<file path="config.mk">
export PLATFORM = sky130hd
export DESIGN_NAME = alu_mdu
export DESIGN_NICKNAME = d
export VERILOG_FILES = /design/src/rtl/alu_mdu_pkg.sv /design/src/rtl/alu_mdu_div_iter.sv /design/src/rtl/alu_mdu.sv
export SDC_FILE = /design/constraint.sdc
export NUM_CORES = 2
export LEC_CHECK = 0
export CAP_MARGIN = 10
export CORE_MARGIN = 1.5
export CORE_UTILIZATION = 38
export CTS_CLUSTER_SIZE = 20
export DETAILED_ROUTE_END_ITERATION = 10
export GPL_TIMING_DRIVEN = 0
export PLACE_DENSITY = 0.66
export SYNTH_ARGS = -nofsm -noshare
export SYNTH_HDL_FRONTEND = slang
export SYNTH_HIERARCHICAL = 1
export SYNTH_SLANG_ARGS = --single-unit
</file>
<file path="constraint.sdc">
create_clock -name clk -period 7.15 [get_ports clk]
set_input_delay 0.715 -clock clk [delete_from_list [all_inputs] [get_ports clk]]
set_output_delay 0.715 -clock clk [all_outputs]
set_load 0.1 [all_outputs]
</file>
<file path="src/rtl/alu_mdu_pkg.sv">
// alu_op_pkg: shared types for the multi-cycle ALU / M-extension unit.
//   alu_op_t        - operation select: base RV integer ops plus the M ops.
//   alu_mdu_state_t - FSM states of the alu_mdu control path.
//   is_muldiv/is_mul/is_div/is_rem - op classification helpers.
package alu_op_pkg;

  typedef enum logic [4:0] {
    OP_ADD    = 5'd0,
    OP_SUB    = 5'd1,
    OP_XOR    = 5'd2,
    OP_OR     = 5'd3,
    OP_AND    = 5'd4,
    OP_SLL    = 5'd5,
    OP_SRL    = 5'd6,
    OP_SRA    = 5'd7,
    OP_SLT    = 5'd8,
    OP_SLTU   = 5'd9,
    OP_MUL    = 5'd10,
    OP_MULH   = 5'd11,
    OP_MULHSU = 5'd12,
    OP_MULHU  = 5'd13,
    OP_DIV    = 5'd14,
    OP_DIVU   = 5'd15,
    OP_REM    = 5'd16,
    OP_REMU   = 5'd17
  } alu_op_t;

  typedef enum logic [1:0] {
    S_IDLE,
    S_MUL,
    S_DIV,
    S_DONE
  } alu_mdu_state_t;

  function automatic logic is_mul(alu_op_t op);
    return (op >= OP_MUL) && (op <= OP_MULHU);
  endfunction

  function automatic logic is_div(alu_op_t op);
    return (op >= OP_DIV) && (op <= OP_REMU);
  endfunction

  function automatic logic is_muldiv(alu_op_t op);
    return is_mul(op) || is_div(op);
  endfunction

  function automatic logic is_rem(alu_op_t op);
    return (op == OP_REM) || (op == OP_REMU);
  endfunction

endpackage

</file>
<file path="src/rtl/alu_mdu_div_iter.sv">
// div_iter: unsigned restoring radix-2 divider, one quotient bit per cycle.
// Ports:
//   clk, rst_n (async active-low), flush (sync abort)
//   start             - load dividend/divisor magnitudes and begin
//   dividend, divisor - XLEN-bit unsigned magnitudes
//   done              - high during the final iteration cycle
//   quot, rem         - step results; final values when done is high
module div_iter #(
  parameter int XLEN = 32
) (
  input  logic            clk,
  input  logic            rst_n,
  input  logic            flush,
  input  logic            start,
  input  logic [XLEN-1:0] dividend,
  input  logic [XLEN-1:0] divisor,
  output logic            done,
  output logic [XLEN-1:0] quot,
  output logic [XLEN-1:0] rem
);

  localparam int CW = $clog2(XLEN);

  logic            busy_q, busy_d;
  logic [CW-1:0]   cnt_q, cnt_d;
  logic [XLEN-1:0] rem_q, rem_d;
  logic [XLEN-1:0] quot_q, quot_d;
  logic [XLEN-1:0] dvs_q, dvs_d;

  logic [XLEN:0]   shifted;
  logic            ge;
  logic [XLEN-1:0] diff;
  logic            last;

  // Partial remainder stays below the divisor, so the shifted value needs
  // one extra bit and the difference (when taken) fits back into XLEN bits.
  assign shifted = {rem_q, quot_q[XLEN-1]};
  assign ge      = (shifted >= {1'b0, dvs_q});
  assign diff    = shifted[XLEN-1:0] - dvs_q;
  assign last    = (cnt_q == CW'(XLEN - 1));

  assign quot = {quot_q[XLEN-2:0], ge};
  assign rem  = ge ? diff : shifted[XLEN-1:0];
  assign done = busy_q && last;

  always_comb begin
    busy_d = busy_q;
    cnt_d  = cnt_q;
    rem_d  = rem_q;
    quot_d = quot_q;
    dvs_d  = dvs_q;
    if (flush) begin
      busy_d = 1'b0;
      cnt_d  = '0;
    end else if (start) begin
      busy_d = 1'b1;
      cnt_d  = '0;
      rem_d  = '0;
      quot_d = dividend;
      dvs_d  = divisor;
    end else if (busy_q) begin
      rem_d  = rem;
      quot_d = quot;
      cnt_d  = CW'(cnt_q + 1'b1);
      if (last) begin
        busy_d = 1'b0;
      end
    end
  end

  always_ff @(posedge clk or negedge rst_n) begin
    if (!rst_n) begin
      busy_q <= 1'b0;
      cnt_q  <= '0;
      rem_q  <= '0;
      quot_q <= '0;
      dvs_q  <= '0;
    end else begin
      busy_q <= busy_d;
      cnt_q  <= cnt_d;
      rem_q  <= rem_d;
      quot_q <= quot_d;
      dvs_q  <= dvs_d;
    end
  end

endmodule

</file>
<file path="src/rtl/alu_mdu.sv">
// alu_mdu: multi-cycle execute-stage ALU with RV M-extension support.
// One op in flight; valid/ready on both sides; synchronous flush.
// Ports:
//   clk, rst_n (async active-low), flush (sync abort of in-flight op)
//   in_valid/in_ready, op, a, b   - operation request
//   out_valid/out_ready           - result handshake
//   result, zero                  - registered result and result==0 flag
module alu_mdu
  import alu_op_pkg::*;
#(
  parameter int XLEN           = 32,
  parameter int MUL_STAGES     = 2,
  parameter int EARLY_DIV_ZERO = 1
) (
  input  logic            clk,
  input  logic            rst_n,
  input  logic            flush,
  input  logic            in_valid,
  output logic            in_ready,
  input  alu_op_t         op,
  input  logic [XLEN-1:0] a,
  input  logic [XLEN-1:0] b,
  output logic            out_valid,
  input  logic            out_ready,
  output logic [XLEN-1:0] result,
  output logic            zero
);

  localparam int SHW = $clog2(XLEN);
  localparam int PW  = 2 * XLEN;

  function automatic logic [XLEN-1:0] alu_base(alu_op_t f_op, logic [XLEN-1:0] x,
                                               logic [XLEN-1:0] y);
    logic [SHW-1:0] sh;
    sh = y[SHW-1:0];
    case (f_op)
      OP_ADD:  return x + y;
      OP_SUB:  return x - y;
      OP_XOR:  return x ^ y;
      OP_OR:   return x | y;
      OP_AND:  return x & y;
      OP_SLL:  return x << sh;
      OP_SRL:  return x >> sh;
      OP_SRA:  return $signed(x) >>> sh;
      OP_SLT:  return XLEN'($signed(x) < $signed(y));
      OP_SLTU: return XLEN'(x < y);
      default: return '0;
    endcase
  endfunction

  alu_mdu_state_t  state_q, state_d;
  alu_op_t         op_q, op_d;
  logic [XLEN-1:0] a_q, a_d;
  logic [XLEN-1:0] result_q, result_d;
  logic            zero_q, zero_d;
  logic            dz_q, dz_d;
  logic            qneg_q, qneg_d;
  logic            rneg_q, rneg_d;
  logic [2:0]      cnt_q, cnt_d;
  logic [PW-1:0]   prod_q [MUL_STAGES];
  logic [PW-1:0]   prod_d [MUL_STAGES];
  logic            res_we;

  logic accept;
  assign accept = in_valid && (state_q == S_IDLE) && !flush;

  // Multiplier operands extended to 2*XLEN; the product modulo 2^(2*XLEN)
  // is exact for every signed/unsigned combination.
  logic          mul_sa, mul_sb;
  logic [PW-1:0] a_ext, b_ext, prod_full;
  assign mul_sa    = (op != OP_MULHU);
  assign mul_sb    = (op == OP_MUL) || (op == OP_MULH);
  assign a_ext     = {{XLEN{mul_sa & a[XLEN-1]}}, a};
  assign b_ext     = {{XLEN{mul_sb & b[XLEN-1]}}, b};
  assign prod_full = a_ext * b_ext;

  logic [XLEN-1:0] mul_res;
  assign mul_res = (op_q == OP_MUL) ? prod_q[MUL_STAGES-1][XLEN-1:0]
                                    : prod_q[MUL_STAGES-1][PW-1:XLEN];

  // Divider works on magnitudes; signs are restored on completion.
  logic            sdiv, a_neg, b_neg, b_zero, early_dz, div_start;
  logic [XLEN-1:0] dvd_mag, dvs_mag;
  assign sdiv      = (op == OP_DIV) || (op == OP_REM);
  assign a_neg     = sdiv & a[XLEN-1];
  assign b_neg     = sdiv & b[XLEN-1];
  assign dvd_mag   = a_neg ? -a : a;
  assign dvs_mag   = b_neg ? -b : b;
  assign b_zero    = (b == '0);
  assign early_dz  = (EARLY_DIV_ZERO != 0) && b_zero;
  assign div_start = accept && is_div(op) && !early_dz;

  logic            div_done;
  logic [XLEN-1:0] div_quot, div_rem;

  div_iter #(.XLEN(XLEN)) u_div (
    .clk      (clk),
    .rst_n    (rst_n),
    .flush    (flush),
    .start    (div_start),
    .dividend (dvd_mag),
    .divisor  (dvs_mag),
    .done     (div_done),
    .quot     (div_quot),
    .rem      (div_rem)
  );

  // Most-negative / -1 falls out naturally: magnitude quotient 2^(XLEN-1)
  // with equal signs is left un-negated, which equals a; remainder is 0.
  logic [XLEN-1:0] q_fix, r_fix, div_res;
  assign q_fix   = qneg_q ? -div_quot : div_quot;
  assign r_fix   = rneg_q ? -div_rem : div_rem;
  assign div_res = dz_q ? (is_rem(op_q) ? a_q : '1)
                        : (is_rem(op_q) ? r_fix : q_fix);

  always_comb begin
    state_d  = state_q;
    op_d     = op_q;
    a_d      = a_q;
    dz_d     = dz_q;
    qneg_d   = qneg_q;
    rneg_d   = rneg_q;
    cnt_d    = cnt_q;
    result_d = result_q;
    res_we   = 1'b0;

    // Stage 0 captures the product at accept; later stages just shift.
    prod_d[0] = accept ? prod_full : prod_q[0];
    for (int i = 1; i < MUL_STAGES; i++) begin
      prod_d[i] = prod_q[i-1];
    end

    case (state_q)
      S_IDLE: begin
        if (accept) begin
          op_d   = op;
          a_d    = a;
          dz_d   = b_zero;
          qneg_d = a_neg ^ b_neg;
          rneg_d = a_neg;
          cnt_d  = '0;
          if (is_mul(op)) begin
            state_d = S_MUL;
          end else if (is_div(op)) begin
            if (early_dz) begin
              state_d  = S_DONE;
              result_d = is_rem(op) ? a : '1;
              res_we   = 1'b1;
            end else begin
              state_d = S_DIV;
            end
          end else begin
            state_d  = S_DONE;
            result_d = alu_base(op, a, b);
            res_we   = 1'b1;
          end
        end
      end
      S_MUL: begin
        cnt_d = 3'(cnt_q + 3'd1);
        if (cnt_q == 3'(MUL_STAGES - 1)) begin
          state_d  = S_DONE;
          result_d = mul_res;
          res_we   = 1'b1;
        end
      end
      S_DIV: begin
        if (div_done) begin
          state_d  = S_DONE;
          result_d = div_res;
          res_we   = 1'b1;
        end
      end
      S_DONE: begin
        if (out_ready) begin
          state_d = S_IDLE;
        end
      end
      default: state_d = S_IDLE;
    endcase

    if (flush) begin
      state_d  = S_IDLE;
      result_d = result_q;
      res_we   = 1'b0;
    end

    // zero only follows a newly written result so it stays 0 after reset.
    zero_d = res_we ? (result_d == '0) : zero_q;
  end

  always_ff @(posedge clk or negedge rst_n) begin
    if (!rst_n) begin
      state_q  <= S_IDLE;
      op_q     <= OP_ADD;
      a_q      <= '0;
      result_q <= '0;
      zero_q   <= 1'b0;
      dz_q     <= 1'b0;
      qneg_q   <= 1'b0;
      rneg_q   <= 1'b0;
      cnt_q    <= '0;
      for (int i = 0; i < MUL_STAGES; i++) begin
        prod_q[i] <= '0;
      end
    end else begin
      state_q  <= state_d;
      op_q     <= op_d;
      a_q      <= a_d;
      result_q <= result_d;
      zero_q   <= zero_d;
      dz_q     <= dz_d;
      qneg_q   <= qneg_d;
      rneg_q   <= rneg_d;
      cnt_q    <= cnt_d;
      for (int i = 0; i < MUL_STAGES; i++) begin
        prod_q[i] <= prod_d[i];
      end
    end
  end

  assign in_ready  = (state_q == S_IDLE);
  assign out_valid = (state_q == S_DONE);
  assign result    = result_q;
  assign zero      = zero_q;

endmodule
</file>
==> flow_summary.ini <==
[die]
io_pins = 109
die_area_um2 = 175000
initial_core_util_pct = 38.2
die_w_um = 418
core_area_um2 = 171000
row_count = 152
die_h_um = 418

[routing]
final_antenna_net_count = 0
via_per_inst = 6.36
wl_per_cell_um = 34.8
drc = 5
drt_iter0_markers = 9888
num_vias = 67800
drt-total-wl_mm = 371
first_pass_iters = 11

[clocking]
cts.sinks = 308
cts_hold_buf = 0
cts_root_buffer = clkbuf_16
cts_max_level = 2
numCtsBuffers = 35
clk_latency_ns = 0.56
clkTransAtPathRegs_ns = 0.06
cts_buffer_depth = 3
cts_tree = done

[run_status]
status = complete, but fails checks
violations = DRC, capacitance limit, setup timing

[finish]
finalNetCount = 9838
drive_above_1_share_pct = 17.9
seqCellArea_um2 = 7710
multiInputGateArea_um2 = 53700
mostFrequentLayoutCells = nand2_1, inv_1, fa_1
layout_commonest_cell = nand2_1
n_fill_cell = 16300
final_core_utilization_pct = 47.3
syn_to_final_growth_pct = 23.8

[global_routing]
grt.overflow.total = 0
grt_pass1_vias = 66000
grt_max_degree = 122
grt_use_total_pct = 41.7
antenna_found_initial = 50
grt_pass1_wl_mm = 507

[synth]
ys_ff_latch = 308
synth_ff_type = dfrtp_1
synth_edf_count = 0
netlist_instances = 7750
yosysSeqAreaShare_pct = 11.8
ys_types = 100
postSynth.asyncResetShare_pct = 100
yosysWarnings = 6
synth_fp_nets = 9305
syn_avg_cell_area_um2 = 8.45
synth_area_um2 = 65500

[min_path]
worstHoldPathType = in2async

[timing]
worst-slew-pin-transition_ns = 1.48
drv_slew = 0
rsz0062_at_grt = yes
skew_ns = 0.0372
period_needed_ns = 8.67
setup_violations = 60
hold_viol = 0
finalWorstSetupSlack_ns = -1.52
finalCritPeriodShare_pct = 121
slew_headroom_pct = 0.740
timing.fmax_mhz = 115

[setup_path]
crit_path_start_kind = input port
r2r_slack_ns = -0.46
startpoint = a[31]
regToRegStartpoint = state_q[0]
worst-r2r-cell-count = 15
end_kind = flip-flop
critPathArrivalTime_ns = 9.07
cp.required_ns = 7.55
crit_path_max_fanout = 10
r2r-end = zero
crit_type = in2reg

[placement]
dp_hpwl_mm = 285
portBuffers = 107
place_congestion = 1.14

[run]
max_cap_violations = 1
## routing by layer
metal	global-route usage, %	part of all wire [%]	wire (um)
met5	1.11	0.15	544
met4	32.9	11	39500
met3	21.7	17	62200
met2	56.7	39	144000
met1	48.6	34	125000
## cell type report
cell class	instances	share of cell area, %
multi-input cells	5654	66.3
flip-flops and latches	308	9.51
repair buffers	537	6.52
plain buffers	488	6.28
inverters	1259	6.25
well taps	2310	3.56
clock buffers	47	1.20
clock inverters	15	0.290
diodes	45	0.139
## registers in the layout (all words and copies together) (netlist names)
name	flops
prod_d	64
prod_q	64
a_q	32
result	32
u_div/dvs_q	32
u_div/quot_q	32
u_div/rem_q	32
op_q	5
u_div/cnt_q	5
cnt_q	3
state_q	2
dz_q	1
qneg_q	1
rneg_q	1
u_div/busy_q	1
zero	1
## timing repair
| action | in CTS | in global routing |
|---|---|---|
| cloned | 7 | 1 |
| pin swaps | 180 | 195 |
| endpoints found under the setup margin | 166 | 63 |
| setup buffers | 279 | 122 |
| gates resized for setup | 1492 | 353 |
## cell usage after synthesis (36+ instances only)
| cell | instances | share of area, % |
|---|---|---|
| xnor2_1 | 156 | 2.1 |
| or3_1 | 36 | 0.34 |
| nand4_1 | 43 | 0.41 |
| a21o_1 | 64 | 0.73 |
| mux4_2 | 54 | 1.9 |
| a21oi_1 | 273 | 2.1 |
| o31ai_1 | 84 | 0.96 |
| inv_1 | 1236 | 7.1 |
| o21ai_0 | 377 | 2.9 |
| clkbuf_1 | 346 | 2.0 |
| nand3_1 | 87 | 0.66 |
| dfrtp_1 | 308 | 12 |
| nor4_1 | 42 | 0.40 |
| o22ai_1 | 45 | 0.43 |
| o211ai_1 | 62 | 0.71 |
| nand2_1 | 1169 | 6.7 |
| nor3_1 | 137 | 1.0 |
| fa_1 | 1128 | 34 |
| mux2i_1 | 100 | 1.5 |
| buf_1 | 125 | 0.72 |
| a211oi_1 | 52 | 0.60 |
| a31oi_1 | 44 | 0.42 |
| ha_1 | 353 | 6.7 |
| xor2_1 | 64 | 0.86 |
| nor2_1 | 652 | 3.7 |
## worst max-delay path by stage
stage	cells past startpoint	to	slack, ns
after CTS	33	prod_d[63]	-1.45
after global routing	31	prod_d[63]	-1.63
after floorplan	29	prod_d[63]	-1.29
after global placement	1	prod_q[35]	-8.21
final	28	prod_d[63]	-1.52
after detailed placement	31	prod_d[63]	-5.03
## cell families (layout without fill, tap and decap cells)
| family | Yosys count | in the layout | share of synthesized area, % |
|---|---|---|---|
| mux | 190 | 190 | 4.00 |
| compound gates | 1343 | 1343 | 13.4 |
| simple gates | 2420 | 2420 | 16.1 |
| flops | 308 | 308 | 11.8 |
| fa+ha+maj | 1481 | 1481 | 41.2 |
| other cells | 0 | 45 | 0 |
| buf+inv | 1788 | 2346 | 10.5 |
| xor+xnor | 220 | 220 | 2.94 |
## per-stage QoR
step	hold slack [ns]	TNS, ns	setup WS, ns	instances	area (um2)
3_5_place_dp	0.360	-373.63	-5.03	10200	71100
2_1_floorplan	0.354	-21.14	-1.29	7750	66400
3_3_place_gp	0.357	-2933.45	-8.21	10200	70400
4_1_cts	0.190	-33.27	-1.45	10500	78700
6_report	0.139	-36.70	-1.52	10700	81100
5_1_grt	0.215	-38.75	-1.63	10600	81000
## worst max-delay path, cell delays in order
cell and delay [ns]:
buf_12 0.14, clkinvlp_4 0.22, clkbuf_16 0.24, buf_6 0.19, nor3_4 0.26, fa_2 0.53
fa_2 0.52, fa_2 0.65, clkinvlp_4 0.15, buf_8 0.16, fa_1 0.56, fa_1 0.48
fa_2 0.60, fa_2 0.45, fa_2 0.54, inv_1 0.08, ha_2 0.21, a21o_1 0.18
a21o_1 0.18, a21oi_4 0.20, o2111ai_4 0.16, o21ai_4 0.24, a21oi_4 0.12, a221o_1 0.32
or4_1 0.41, a31oi_2 0.24, xnor2_1 0.17, o21ai_1 0.08
Power is not shown: default switching activity piles up to over one toggle a cycle in this logic, so the estimate is an artifact.
